File: config.mk
export PLATFORM = sky130hd
export DESIGN_NAME = rose_implication_monitor_flat
export DESIGN_NICKNAME = d
export VERILOG_FILES = /design/src/rtl/rose_implication_monitor_if.sv /design/src/rtl/rose_implication_monitor.sv /design/src/flat_wrapper.sv
export SDC_FILE = /design/constraint.sdc
export NUM_CORES = 1
export LEC_CHECK = 0
export ABC_AREA = 1
export BUFFER_PORTS_ARGS = -buffer_cell sky130_fd_sc_hd__buf_2
export CAP_MARGIN = 40
export CORE_MARGIN = 2
export CORE_UTILIZATION = 35
export CTS_CLUSTER_DIAMETER = 200
export DETAILED_ROUTE_END_ITERATION = 16
export PLACE_DENSITY = 0.54
export SLEW_MARGIN = 20
export SYNTH_ARGS = -nofsm -noshare
export SYNTH_HDL_FRONTEND = slang
export SYNTH_SLANG_ARGS = --single-unit
File: constraint.sdc
create_clock -name clk -period 1.9 [get_ports clk]
set_clock_uncertainty 0.2 [all_clocks]
set_input_delay 0.57 -clock clk [delete_from_list [all_inputs] [get_ports clk]]
set_output_delay 0.57 -clock clk [all_outputs]
set_load 0.03 [all_outputs]
File: src/rtl/rose_implication_monitor_if.sv
// Bundle for the rose-implication monitor: sampled stimulus in, result pulses, counters and timestamps out.
interface rose_implication_monitor_if #(
    parameter int CNT_W = 16,
    parameter int TS_W  = 32
);
    logic             en;
    logic             clr;
    logic             trig;
    logic             sig;
    logic             pass_pulse;
    logic             fail_pulse;
    logic [CNT_W-1:0] pass_cnt;
    logic [CNT_W-1:0] fail_cnt;
    logic [CNT_W-1:0] vac_cnt;
    logic             fail_seen;
    logic [TS_W-1:0]  first_fail_cyc;
    logic [TS_W-1:0]  cyc_cnt;

    modport master (
        output en, clr, trig, sig,
        input  pass_pulse, fail_pulse, pass_cnt, fail_cnt, vac_cnt,
               fail_seen, first_fail_cyc, cyc_cnt
    );

    modport slave (
        input  en, clr, trig, sig,
        output pass_pulse, fail_pulse, pass_cnt, fail_cnt, vac_cnt,
               fail_seen, first_fail_cyc, cyc_cnt
    );
endinterface

File: src/rtl/rose_implication_monitor.sv
// Hardware checker for $rose(trig) |-> ##DELAY sig with saturating pass/fail/vacuous
// tallies, a sticky fail flag and a first-fail cycle timestamp.
module rose_implication_monitor #(
    parameter int DELAY = 0,
    parameter int CNT_W = 16,
    parameter int TS_W  = 32
) (
    input  logic                        clk,
    input  logic                        rst_n,
    rose_implication_monitor_if.slave   mon_if
);

    logic             trig_q;
    logic             pass_pulse_q, pass_pulse_d;
    logic             fail_pulse_q, fail_pulse_d;
    logic [CNT_W-1:0] pass_cnt_q, pass_cnt_d;
    logic [CNT_W-1:0] fail_cnt_q, fail_cnt_d;
    logic [CNT_W-1:0] vac_cnt_q, vac_cnt_d;
    logic             fail_seen_q, fail_seen_d;
    logic [TS_W-1:0]  first_fail_cyc_q, first_fail_cyc_d;
    logic [TS_W-1:0]  cyc_cnt_q;

    logic             rose;
    logic             launch;
    logic             due;
    logic [DELAY:0]   stage_w;

    assign rose       = mon_if.trig & ~trig_q;
    assign launch     = mon_if.en & rose;
    assign stage_w[0] = launch;
    assign due        = stage_w[DELAY];

    // Stage k of stage_w is the attempt launched k edges ago; only the delayed stages are stored.
    generate
        if (DELAY > 0) begin : g_pend
            logic [DELAY-1:0] pend_q;

            always_ff @(posedge clk or negedge rst_n) begin
                if (!rst_n) begin
                    pend_q <= '0;
                end else if (mon_if.clr) begin
                    pend_q <= '0;
                end else begin
                    pend_q <= stage_w[DELAY-1:0];
                end
            end

            assign stage_w[DELAY:1] = pend_q;
        end
    endgenerate

    always_comb begin
        pass_pulse_d     = 1'b0;
        fail_pulse_d     = 1'b0;
        pass_cnt_d       = pass_cnt_q;
        fail_cnt_d       = fail_cnt_q;
        vac_cnt_d        = vac_cnt_q;
        fail_seen_d      = fail_seen_q;
        first_fail_cyc_d = first_fail_cyc_q;

        if (mon_if.clr) begin
            pass_cnt_d       = '0;
            fail_cnt_d       = '0;
            vac_cnt_d        = '0;
            fail_seen_d      = 1'b0;
            first_fail_cyc_d = '0;
        end else begin
            if (mon_if.en && !rose && vac_cnt_q != '1) begin
                vac_cnt_d = vac_cnt_q + CNT_W'(1);
            end
            if (due) begin
                if (mon_if.sig) begin
                    pass_pulse_d = 1'b1;
                    if (pass_cnt_q != '1) begin
                        pass_cnt_d = pass_cnt_q + CNT_W'(1);
                    end
                end else begin
                    fail_pulse_d = 1'b1;
                    if (fail_cnt_q != '1) begin
                        fail_cnt_d = fail_cnt_q + CNT_W'(1);
                    end
                    // Timestamp is the counter value visible at the evaluating edge.
                    if (!fail_seen_q) begin
                        fail_seen_d      = 1'b1;
                        first_fail_cyc_d = cyc_cnt_q;
                    end
                end
            end
        end
    end

    always_ff @(posedge clk or negedge rst_n) begin
        if (!rst_n) begin
            trig_q           <= 1'b0;
            pass_pulse_q     <= 1'b0;
            fail_pulse_q     <= 1'b0;
            pass_cnt_q       <= '0;
            fail_cnt_q       <= '0;
            vac_cnt_q        <= '0;
            fail_seen_q      <= 1'b0;
            first_fail_cyc_q <= '0;
            cyc_cnt_q        <= '0;
        end else begin
            trig_q           <= mon_if.trig;
            pass_pulse_q     <= pass_pulse_d;
            fail_pulse_q     <= fail_pulse_d;
            pass_cnt_q       <= pass_cnt_d;
            fail_cnt_q       <= fail_cnt_d;
            vac_cnt_q        <= vac_cnt_d;
            fail_seen_q      <= fail_seen_d;
            first_fail_cyc_q <= first_fail_cyc_d;
            cyc_cnt_q        <= cyc_cnt_q + TS_W'(1);
        end
    end

    assign mon_if.pass_pulse     = pass_pulse_q;
    assign mon_if.fail_pulse     = fail_pulse_q;
    assign mon_if.pass_cnt       = pass_cnt_q;
    assign mon_if.fail_cnt       = fail_cnt_q;
    assign mon_if.vac_cnt        = vac_cnt_q;
    assign mon_if.fail_seen      = fail_seen_q;
    assign mon_if.first_fail_cyc = first_fail_cyc_q;
    assign mon_if.cyc_cnt        = cyc_cnt_q;

endmodule

File: src/flat_wrapper.sv
// flat-port wrapper written by rule: the top's interface ports become plain ports
module rose_implication_monitor_flat 
#(
    parameter int DELAY = 0,
    parameter int CNT_W = 16,
    parameter int TS_W  = 32
)
  (clk, rst_n, mon_if_en, mon_if_clr, mon_if_trig, mon_if_sig, mon_if_pass_pulse, mon_if_fail_pulse, mon_if_pass_cnt, mon_if_fail_cnt, mon_if_vac_cnt, mon_if_fail_seen, mon_if_first_fail_cyc, mon_if_cyc_cnt);
  rose_implication_monitor_if #(.CNT_W(CNT_W), .TS_W(TS_W)) mon_if_i ();
  input  logic clk;
  input  logic rst_n;
  input wire logic [$bits(mon_if_i.en)-1:0] mon_if_en;
  input wire logic [$bits(mon_if_i.clr)-1:0] mon_if_clr;
  input wire logic [$bits(mon_if_i.trig)-1:0] mon_if_trig;
  input wire logic [$bits(mon_if_i.sig)-1:0] mon_if_sig;
  output wire logic [$bits(mon_if_i.pass_pulse)-1:0] mon_if_pass_pulse;
  output wire logic [$bits(mon_if_i.fail_pulse)-1:0] mon_if_fail_pulse;
  output wire logic [$bits(mon_if_i.pass_cnt)-1:0] mon_if_pass_cnt;
  output wire logic [$bits(mon_if_i.fail_cnt)-1:0] mon_if_fail_cnt;
  output wire logic [$bits(mon_if_i.vac_cnt)-1:0] mon_if_vac_cnt;
  output wire logic [$bits(mon_if_i.fail_seen)-1:0] mon_if_fail_seen;
  output wire logic [$bits(mon_if_i.first_fail_cyc)-1:0] mon_if_first_fail_cyc;
  output wire logic [$bits(mon_if_i.cyc_cnt)-1:0] mon_if_cyc_cnt;
  assign mon_if_i.en = mon_if_en;
  assign mon_if_i.clr = mon_if_clr;
  assign mon_if_i.trig = mon_if_trig;
  assign mon_if_i.sig = mon_if_sig;
  assign mon_if_pass_pulse = mon_if_i.pass_pulse;
  assign mon_if_fail_pulse = mon_if_i.fail_pulse;
  assign mon_if_pass_cnt = mon_if_i.pass_cnt;
  assign mon_if_fail_cnt = mon_if_i.fail_cnt;
  assign mon_if_vac_cnt = mon_if_i.vac_cnt;
  assign mon_if_fail_seen = mon_if_i.fail_seen;
  assign mon_if_first_fail_cyc = mon_if_i.first_fail_cyc;
  assign mon_if_cyc_cnt = mon_if_i.cyc_cnt;
  rose_implication_monitor #(.DELAY(DELAY), .CNT_W(CNT_W), .TS_W(TS_W)) u_core (.clk(clk), .rst_n(rst_n), .mon_if(mon_if_i));
endmodule
After elaboration in Yosys (flattened, before gate mapping)
Index checks and enable logic that the tools add are counted.
Widths: inputs -> output; s select.
Word-level totals
  bits of input ports: 6
  flip-flop bits (word level): 116
  output and inout bits: 115
  word-level logic and storage cells: 56
Cells by class
  equality and inequality tests: 5
  reduce and logical (&&, ||, !) cells: 12
  $add $sub $neg: 4
  bitwise gates (word level): 3
  muxes and demuxes: 23
Operators with widths (count)
  $mux 16: 10
  $mux 32: 4
  $add 16x1->16 const B: 3
  $ne 16x16->1 const B: 3
  $add 32x1->32 const B: 1
  $reduce_bool 2->1: 5
  $mux 1: 9
  $reduce_and 3->1: 3
  $ne 2x2->1 const B: 2
  $and 1x1->1: 2
  $logic_and 1x1->1: 2
  $reduce_and 2->1: 1
  $logic_not 1->1: 1
  $not 1->1: 1

Longest topological paths before layout
Gate-level depths: netlist of run 1.
  word-level depth: 7
  depth in mapped cells: 10
  mapped depth without buffers: 9

Worst setup path after synthesis of run 1
OpenSTA, ideal clock, no wires.
  path type: reg-to-reg
  start: register u_core.pass_cnt_q[1], in the netlist u_core.mon_if.pass_cnt[1]
  end: register u_core.pass_cnt_q[11], in the netlist u_core.mon_if.pass_cnt[11]
  buffers on the path: 1
  path slack: -0.037 ns
  arrival: 1.619 ns
  cell stages (with the launch flop): 10
  setup time: 0.117 ns
  clock period less this slack: 1.937 ns
  required time: 1.583 ns
  path through: dfrtp_1 -> ha_1 -> nand2_1 -> nor2_2 -> nand3_2 -> nor2_4 -> nor2_2 -> buf_6 -> nand2_1 -> nand2_1
On the way
  longest elaborated chain between the ends: 5
  elaborated cells between the ends (all ways): 8
  classes of those cells: add/sub (1); eq/ne (1); mux (4); reduce/logical (2)
Ends and longest elaborated chain
  start, declared: RTL line rose_implication_monitor.sv:16  | logic [CNT_W-1:0] pass_cnt_q, pass_cnt_d;
  start signal, assigned: RTL line rose_implication_monitor.sv:107  | pass_cnt_q <= pass_cnt_d;
  $add 16x1->16: RTL line rose_implication_monitor.sv:75  | pass_cnt_d = pass_cnt_q + CNT_W'(1);
  $mux 16: RTL line rose_implication_monitor.sv:74  | if (pass_cnt_q != '1) begin
  $mux 16: RTL line rose_implication_monitor.sv:72  | if (mon_if.sig) begin
  $mux 16: RTL line rose_implication_monitor.sv:71  | if (due) begin
  $mux 16: RTL line rose_implication_monitor.sv:61  | if (mon_if.clr) begin
Several ways; a longest one is shown, not always the timed one. The select of a mux whose other input is x is not followed.
A chain may end at the register's enable or synchronous reset.

Worst setup path in the final report of run 1
  start: register u_core.pass_cnt_q[5], in the netlist u_core.mon_if.pass_cnt[5]
  end: output mon_if_pass_cnt[5]
RTL lines
  end, declared: RTL line flat_wrapper.sv:18  | output wire logic [$bits(mon_if_i.pass_cnt)-1:0] mon_if_pass_cnt;
No word-level cell between the ends.

==> metrics.yaml, run 1 <==
status: "completed"
slew_headroom_pct: 64.44
grt_pass1_vias: 5477
syn_area_um2: 6177
post-route-period-util_pct: 98.86
regArea_um2: 2933
die_y_um: 136.9
insertedDiodeCount: 0
grt_max_degree: 45
required_ps: 1130
synth_area_leaders: "dfrtp_1 (47%), nand2_1 (15%), inv_1 (6.0%), nand3_1 (5.9%), nor2_1 (5.2%)"
pwr-share-clk_pct: 52.1
setup_viol: 0
p_comb_share_pct: 7.9
dp.final_hpwl_mm: 12.48
slowest_delay_ps: 380
min_path_type: "primary input to register"
switchingPower_w: 0.001652
antenna_found_initial: 0
synth_ff_type: "dfrtp_1"
ys_warn_count: 0
async_flop_share_pct: 100.0
track_usage_pct: 19.20
synth_nets: 815
coreArea_um2: 17300
hold_depth: 1
synth_top_cell_by_area: "dfrtp_1"
critPathBufInv: 2
drt-vias-per-instance: 4.701
cp-end-kind: "primary output"
synth.distinct_cells: 33
synth_top_area_share_pct: 46.99
path_common_cell: "buf_4"
vias: 5862
cts_sinks: 116
gp_congestion: 0.8376
cp_cell_sequence: "buf_4 -> buf_4"
fp.dieArea_um2: 18730
wl_mm: 17.09
port_buffers: 120
synthToLayoutAreaGrowth_pct: 38.10
critPathSlowestCell: "dfrtp_1"
fin_crit_ps: 1878
crit_family: "flip-flops"
drt-initial-drc-count: 262
maxSlewViolCount: 0
num-nets-final: 1019
critPathLaunchType: "register"
drv_cap: 0
ir_drop_uv: 636.9
grt_pass1_wl_mm: 27.87
start_util_pct: 35.71
wl_per_cell_um: 13.70
syn-instance-count: 805
io_pins: 121
seq_power_share_pct: 39.9
grt_overflow: 0
drt-pass1-iter-count: 4
leakagePower_nw: 4.184
clock_insertion_delay_worst_skew_ps: 420
ys_ff_latch: 116
synth_edf_count: 0
drcViolationCount: 0
synth.most_common_cell: "nand2_1"
hold_violations: 0
powerDensity_nw_per_um2: 743.4
multi_input_area_um2: 2811
cts_buffer_depth: 2
crit_type: "register to primary output"
worstPathArrival_ps: 1110
rsz0062_at_grt: "yes"
p_sw_share_pct: 26.06
die_width_um: 136.9
clk_pin_slew_ps: 60
worstPathMaxFanout: 4
fmaxAchievable_mhz: 532.4
ctsHtreeMaxLevel: 4
yosysSeqAreaShare_pct: 46.99
cts_tree: "built"
fin_total_pwr_w: 0.006342
drive_above_1_share_pct: 28.38
p_int_w: 0.004689
cts-root-buf: "clkbuf_16"
rows: 48
avgSynthCellArea_um2: 7.674
cp.depth: 2
cts_buffers: 17
r2r_cells: 7
ant_nets: 0
fillers: 1704
tightestPinTransition_ps: 533.4
holdWs_ps: 83.76
synthTopCellsByCount: "nand2_1 (245), dfrtp_1 (116), inv_1 (98), nor2_1 (85), nand3_1 (73)"
final timing paths:
check / slack [ps] / end / startpoint
worst max-delay path: 20 / mon_if_pass_cnt[5] / u_core.mon_if.pass_cnt[5]
worst min-delay path: 80 / u_core.trig_q / mon_if_trig
worst max register to register: 140 / u_core.mon_if.cyc_cnt[20] / u_core.mon_if.cyc_cnt[1]
worst min register to register: 310 / u_core.mon_if.cyc_cnt[1] / u_core.mon_if.cyc_cnt[0]
max in group asynchronous: 700 / u_core.mon_if.cyc_cnt[24] / rst_n
min in group asynchronous: 320 / u_core.mon_if.fail_cnt[10] / rst_n
stage by stage:
| step | cell area [um^2] | utilization [%] | setup TNS (ps) | instances | setup WS, ps |
|---|---|---|---|---|---|
| 2_1_floorplan | 6180 | - | 0 | 805 | 35.63 |
| 3_3_place_gp | 7473 | 43.21 | -2879 | 1195 | -105.5 |
| 3_5_place_dp | 7473 | 43.21 | -3176 | 1195 | -136.4 |
| 4_1_cts | 8354 | 48.30 | 0 | 1241 | 0.2391 |
| 5_1_grt | 8531 | 49.32 | -2.380 | 1247 | -1.086 |
| 6_report | 8531 | 49.32 | 0 | 1247 | 21.63 |
placed cells by master (no fill, tap or decap), types with 8 or more instances in the layout:
cell       Yosys  final
clkbuf_16      0     17
xor2_1        20     20
dfrtp_2        0     24
xnor2_1       10     10
o21ai_0       52     51
nand3_1       73     73
nand2_1      245    244
o21ai_1        7      8
buf_2          5     77
buf_4          4     76
buf_6          4     38
inv_1         98     98
nand3b_1       8      8
nand4_1       22     22
nor2_1        85     82
dfrtp_1      116     92
registers in the layout, indices dropped and copies added, names as in the netlist:
| register | cells |
|---|---|
| u_core.mon_if.pass_cnt | 16 |
| u_core.mon_if.fail_cnt | 16 |
| u_core.mon_if.cyc_cnt | 32 |
| u_core.trig_q | 1 |
| u_core.mon_if.pass_pulse | 1 |
| u_core.mon_if.vac_cnt | 16 |
| u_core.mon_if.first_fail_cyc | 32 |
| u_core.mon_if.fail_seen | 1 |
| u_core.mon_if.fail_pulse | 1 |
power groups by stage:
stage               Sequential, W  Clock (W)  Combinational (W)
floorplan                 0.00266          0           0.000172
global placement          0.00257          0           0.000477
detailed placement        0.00258          0           0.000477
CTS                       0.00253    0.00339           0.000500
global route              0.00254    0.00350           0.000552
finish                    0.00253    0.00331           0.000503
per-layer routing:
metal | wire (um) | global-route usage, %
met1 | 8134 | 26.59
met3 | 847 | 4.148
met4 | 272 | 7.216
met2 | 7835 | 29.44
met5 | 0 | 0
timing repair:
item	CTS	global route
hold endpoints to repair	4	0
hold buffers	1	0
gates cloned	0	0
resized for setup	62	53
setup buffers	13	6
setup endpoints to repair	43	54
layout make-up:
cell class,count,share of cell area [%]
flip-flops and latches,116,34.38
multi-input cells,573,32.96
repair buffers,201,17.86
clock buffers,18,5.148
inverters,100,4.415
well taps,225,3.300
clock inverters,14,1.936
cell families after synthesis:
kind of cell    count (synthesis)  share of synthesized area (%)
flops                         116                          46.99
buf+inv                       116                          7.899
simple gates                  460                          32.55
compound gates                 78                          7.332
fa+ha+maj                       4                         0.8102
xor+xnor                       30                          4.254
mux                             1                         0.1620
Note: power is estimated with default switching activity, not from simulation.
==> run 2, diff against run 1 <==
Settings changed: MAX_ROUTING_LAYER from default to met4.
==> run 2 against run 1 <==
Worst hold slack improved by 4.7 ps. Die area did not move. Design area did not move. Non-clock buffer count did not move. Routed wire length barely moved. Power barely moved.
==> metrics.yaml, run 2 (synthesis gave the netlist of run 1 again) <==
status: "completed"
finalSetupTns_ps: 0
worstHoldStart: "mon_if_trig"
cp_cell_sequence: "buf_4 -> buf_4"
ctsHtreeMaxLevel: 4
clock_insertion_delay_worst_skew_ps: 430
cp.depth: 2
powerDensity_nw_per_um2: 743.5
slowest_delay_ps: 380
fmaxAchievable_mhz: 532.8
switchingPower_w: 0.001653
gp_congestion: 0.8506
cts_tree: "built"
p_sw_share_pct: 26.06
drt-vias-per-instance: 4.693
cp-end-kind: "primary output"
wl_mm: 17.08
final_cell_mix: "nand2_1 (244), inv_1 (98), dfrtp_1 (92)"
coreArea_um2: 17300
port_buffers: 120
grt_max_degree: 45
antenna_found_initial: 0
die_width_um: 136.9
seq_power_share_pct: 39.9
io_pins: 121
clk_pin_slew_ps: 60
grt_overflow: 0
track_usage_pct: 19.76
ant_nets: 0
crit_type: "register to primary output"
drt-initial-drc-count: 287
min_path_type: "primary input to register"
insertedDiodeCount: 0
layout_setup_ws_ps: 23.17
pre_cts_slack_ps: -136.4
drv_cap: 0
grt_pass1_wl_mm: 27.88
rsz0062_at_grt: "yes"
wl_per_cell_um: 13.70
cts_sinks: 116
leakagePower_nw: 4.184
fin_util_pct: 49.32
worstPathArrival_ps: 1110
critPathSlowestCell: "dfrtp_1"
r2r_start: "u_core.mon_if.cyc_cnt[1]"
tightestPinTransition_ps: 536.1
r2r_cells: 7
slew_headroom_pct: 64.26
drt-pass1-iter-count: 4
cts_buffers: 17
p_comb_share_pct: 7.9
hold_depth: 1
synthToLayoutAreaGrowth_pct: 38.10
cts-root-buf: "clkbuf_16"
fp.dieArea_um2: 18730
path_common_cell: "buf_4"
setup_viol: 0
grt_pass1_vias: 5461
start_util_pct: 35.71
pwr-share-clk_pct: 52.1
rows: 48
worstPathMaxFanout: 4
dp.final_hpwl_mm: 12.48
maxSlewViolCount: 0
drive_above_1_share_pct: 28.38
die_y_um: 136.9
fin_crit_ps: 1877
p_int_w: 0.004689
worstSetupStartpoint: "u_core.mon_if.pass_cnt[5]"
ir_drop_uv: 635.1
cts_buffer_depth: 2
crit_family: "flip-flops"
post-route-period-util_pct: 98.78
final_common_cell: "nand2_1"
vias: 5852
critPathLaunchType: "register"
hold_violations: 0
required_ps: 1130
drcViolationCount: 0
num-nets-final: 1019
critPathBufInv: 2
run 2: timing repair:
action,CTS,global route
buffers inserted,13,6
resized for setup,62,53
endpoints found under the setup margin,43,54
hold endpoints to repair,4,0
hold buffers,1,0
run 2: worst paths after layout:
| check | end | slack [ps] |
|---|---|---|
| worst min register to register | u_core.mon_if.cyc_cnt[1] | 310 |
| worst max-delay path | mon_if_pass_cnt[5] | 20 |
| max in group asynchronous | u_core.mon_if.cyc_cnt[24] | 700 |
| worst max register to register | u_core.mon_if.cyc_cnt[20] | 130 |
| min in group asynchronous | u_core.mon_if.fail_cnt[10] | 310 |
| worst min-delay path | u_core.trig_q | 90 |
run 2: metal layers:
layer  part of all wire [%]  wire length [um]  track usage [%]
met1                     48              8265            26.68
met2                     46              7929            29.44
met3                    4.0               687            4.000
met4                    1.2               199            7.216
met5                      0                 0                -
run 2: cell type report:
type                       instances  area [um^2]
tap                              225        281.5
sequential                       116         2933
timing repair buffer             201         1524
inverter                         100        376.6
multi-input combinational        573         2811
fill                            1704         8766
clock inverter                    14        165.2
clock buffer                      18        439.2
run 2: power by group through the flow:
stage	sequential (W)	combinational, W	clock (W)
6_report	0.00253	0.000503	0.00331
5_1_grt	0.00254	0.000552	0.00350
4_1_cts	0.00253	0.000500	0.00339
3_5_place_dp	0.00258	0.000477	0
3_3_place_gp	0.00257	0.000477	0
2_1_floorplan	0.00266	0.000172	0
run 2: metrics by stage:
stage               instance area [um^2]  instances  hold WS (ps)  power [W]
finish                              8531       1247         88.44   0.006342
CTS                                 8354       1241         65.41   0.006424
global route                        8531       1247         72.68   0.006587
detailed placement                  7473       1195         211.9   0.003053
global placement                    7473       1195         215.5   0.003052
floorplan                           6180        805         74.41   0.002832
==> run 3, diff against run 2 <==
Clock period 1.9 ns to 2.2 ns, I/O delays scaled along.
==> run 3 against run 2 <==
Worst hold slack improved by 100 ps. Largest power group unchanged. Critical path depth decreased by 1. Utilization decreased by 4.3 points. Largest cell class unchanged.
==> metrics.yaml, run 3 (synthesis gave the netlist of run 1 again) <==
rows: 48
critPathLaunchType: "register"
coreArea_um2: 17300
status: "completed"
grt_max_degree: 44
clock_insertion_delay_worst_skew_ps: 410
antenna_found_initial: 0
wl_per_cell_um: 13.75
cts_tree: "built"
required_ps: 1340
wl_mm: 16.31
hold_violations: 0
maxSlewViolCount: 0
vias: 5599
cts_buffers: 17
cp-end-kind: "primary output"
grt_overflow: 0
fillers: 1759
fp.dieArea_um2: 18730
insertedDiodeCount: 0
critPathSlowestCell: "dfrtp_1"
slowest_delay_ps: 490
crit_family: "flip-flops"
ctsHtreeMaxLevel: 4
rsz0062_at_grt: "no"
synthToLayoutAreaGrowth_pct: 26.05
grt_pass1_wl_mm: 26.90
clk_pin_slew_ps: 60
drt-vias-per-instance: 4.721
ant_nets: 0
min_path_type: "primary input to register"
cts-root-buf: "clkbuf_16"
dp.final_hpwl_mm: 12.05
fmaxAchievable_mhz: 495.6
fin_cells: 1186
drt-initial-drc-count: 355
final_cell_mix: "nand2_1 (244), buf_2 (119), dfrtp_1 (116)"
finalSetupTns_ps: 0
drv_cap: 0
ir_drop_uv: 553.9
cts_sinks: 116
num-nets-final: 958
cp_cell_sequence: "buf_2"
fin_crit_ps: 2018
cts_buffer_depth: 2
die_y_um: 136.9
start_util_pct: 35.71
worstPathArrival_ps: 1160
post_cts_buffers: 0
drt-pass1-iter-count: 4
reg2reg_setup_slack_ps: 270
setup_viol: 0
worstPathMaxFanout: 6
slew_headroom_pct: 65.07
gp_congestion: 0.8481
die_width_um: 136.9
io_pins: 121
drcViolationCount: 0
final_common_cell: "nand2_1"
track_usage_pct: 18.93
post-route-period-util_pct: 91.72
powerDensity_nw_per_um2: 706.0
drive_above_1_share_pct: 20.60
grt_pass1_vias: 5376
port_buffers: 120
placed_cells: 1153
crit_type: "register to primary output"
critPathBufInv: 1
tightestPinTransition_ps: 522.0
leakagePower_nw: 3.884
==> run 3: final timing paths <==
path | end | cells past startpoint | startpoint
hold / removal | u_core.trig_q | 1 | mon_if_trig
max in group asynchronous | u_core.mon_if.first_fail_cyc[28] | 3 | rst_n
min in group asynchronous | u_core.mon_if.fail_cnt[10] | 2 | rst_n
setup / recovery | mon_if_cyc_cnt[12] | 1 | u_core.mon_if.cyc_cnt[12]
setup reg to reg | u_core.mon_if.vac_cnt[3] | 7 | u_core.mon_if.vac_cnt[0]
hold reg to reg | u_core.mon_if.first_fail_cyc[21] | 2 | u_core.mon_if.first_fail_cyc[21]
==> run 3: timing repair <==
item,4_1_cts,5_1_grt
endpoints found under the setup margin,0,4
endpoints found under the hold margin,16,0
hold buffers,1,0
resized for setup,0,1
==> run 3: metrics by stage <==
stage / util [%] / setup slack [ps] / hold WS (ps) / instance area [um^2] / total power [W]
finish: 45.02 / 182.1 / 190.1 / 7786 / 0.005497
global route: 45.02 / 16.91 / 179.3 / 7786 / 0.005713
CTS: 45.00 / 157.2 / 177.7 / 7784 / 0.005571
detailed placement: 41.37 / 112.4 / 309.0 / 7156 / 0.002609
global placement: 41.37 / 163.2 / 309.4 / 7156 / 0.002606
floorplan: - / 263.4 / 164.4 / 6177 / 0.002445
==> run 3: final cells by class <==
type                    instances  area, um^2  share of cell area (%)
clock buffers                  22       464.2                   5.962
repair buffers                140       818.3                   10.51
multi-input cells             573        2789                   35.82
well taps                     225       281.5                   3.616
clock inverters                10       153.9                   1.977
flip-flops and latches        116        2903                   37.28
inverters                     100       376.6                   4.837
==> run 3: report_power, final <==
group | switching [W] | internal [W]
clock network | 0.000987 | 0.00195
logic | 0.000260 | 0.000104
registers | 0.0000318 | 0.00217
==> run 3: metal layers <==
metal | part of all wire (%) | up-vias | GRT usage [%] | wire (um)
li1 | - | 2862 | - | -
met3 | 4.0 | 25 | 4.444 | 656
met2 | 46 | 114 | 28.25 | 7488
met5 | 0 | - | - | 0
met1 | 48 | 2598 | 25.20 | 7872
met4 | 1.8 | 0 | 6.816 | 294
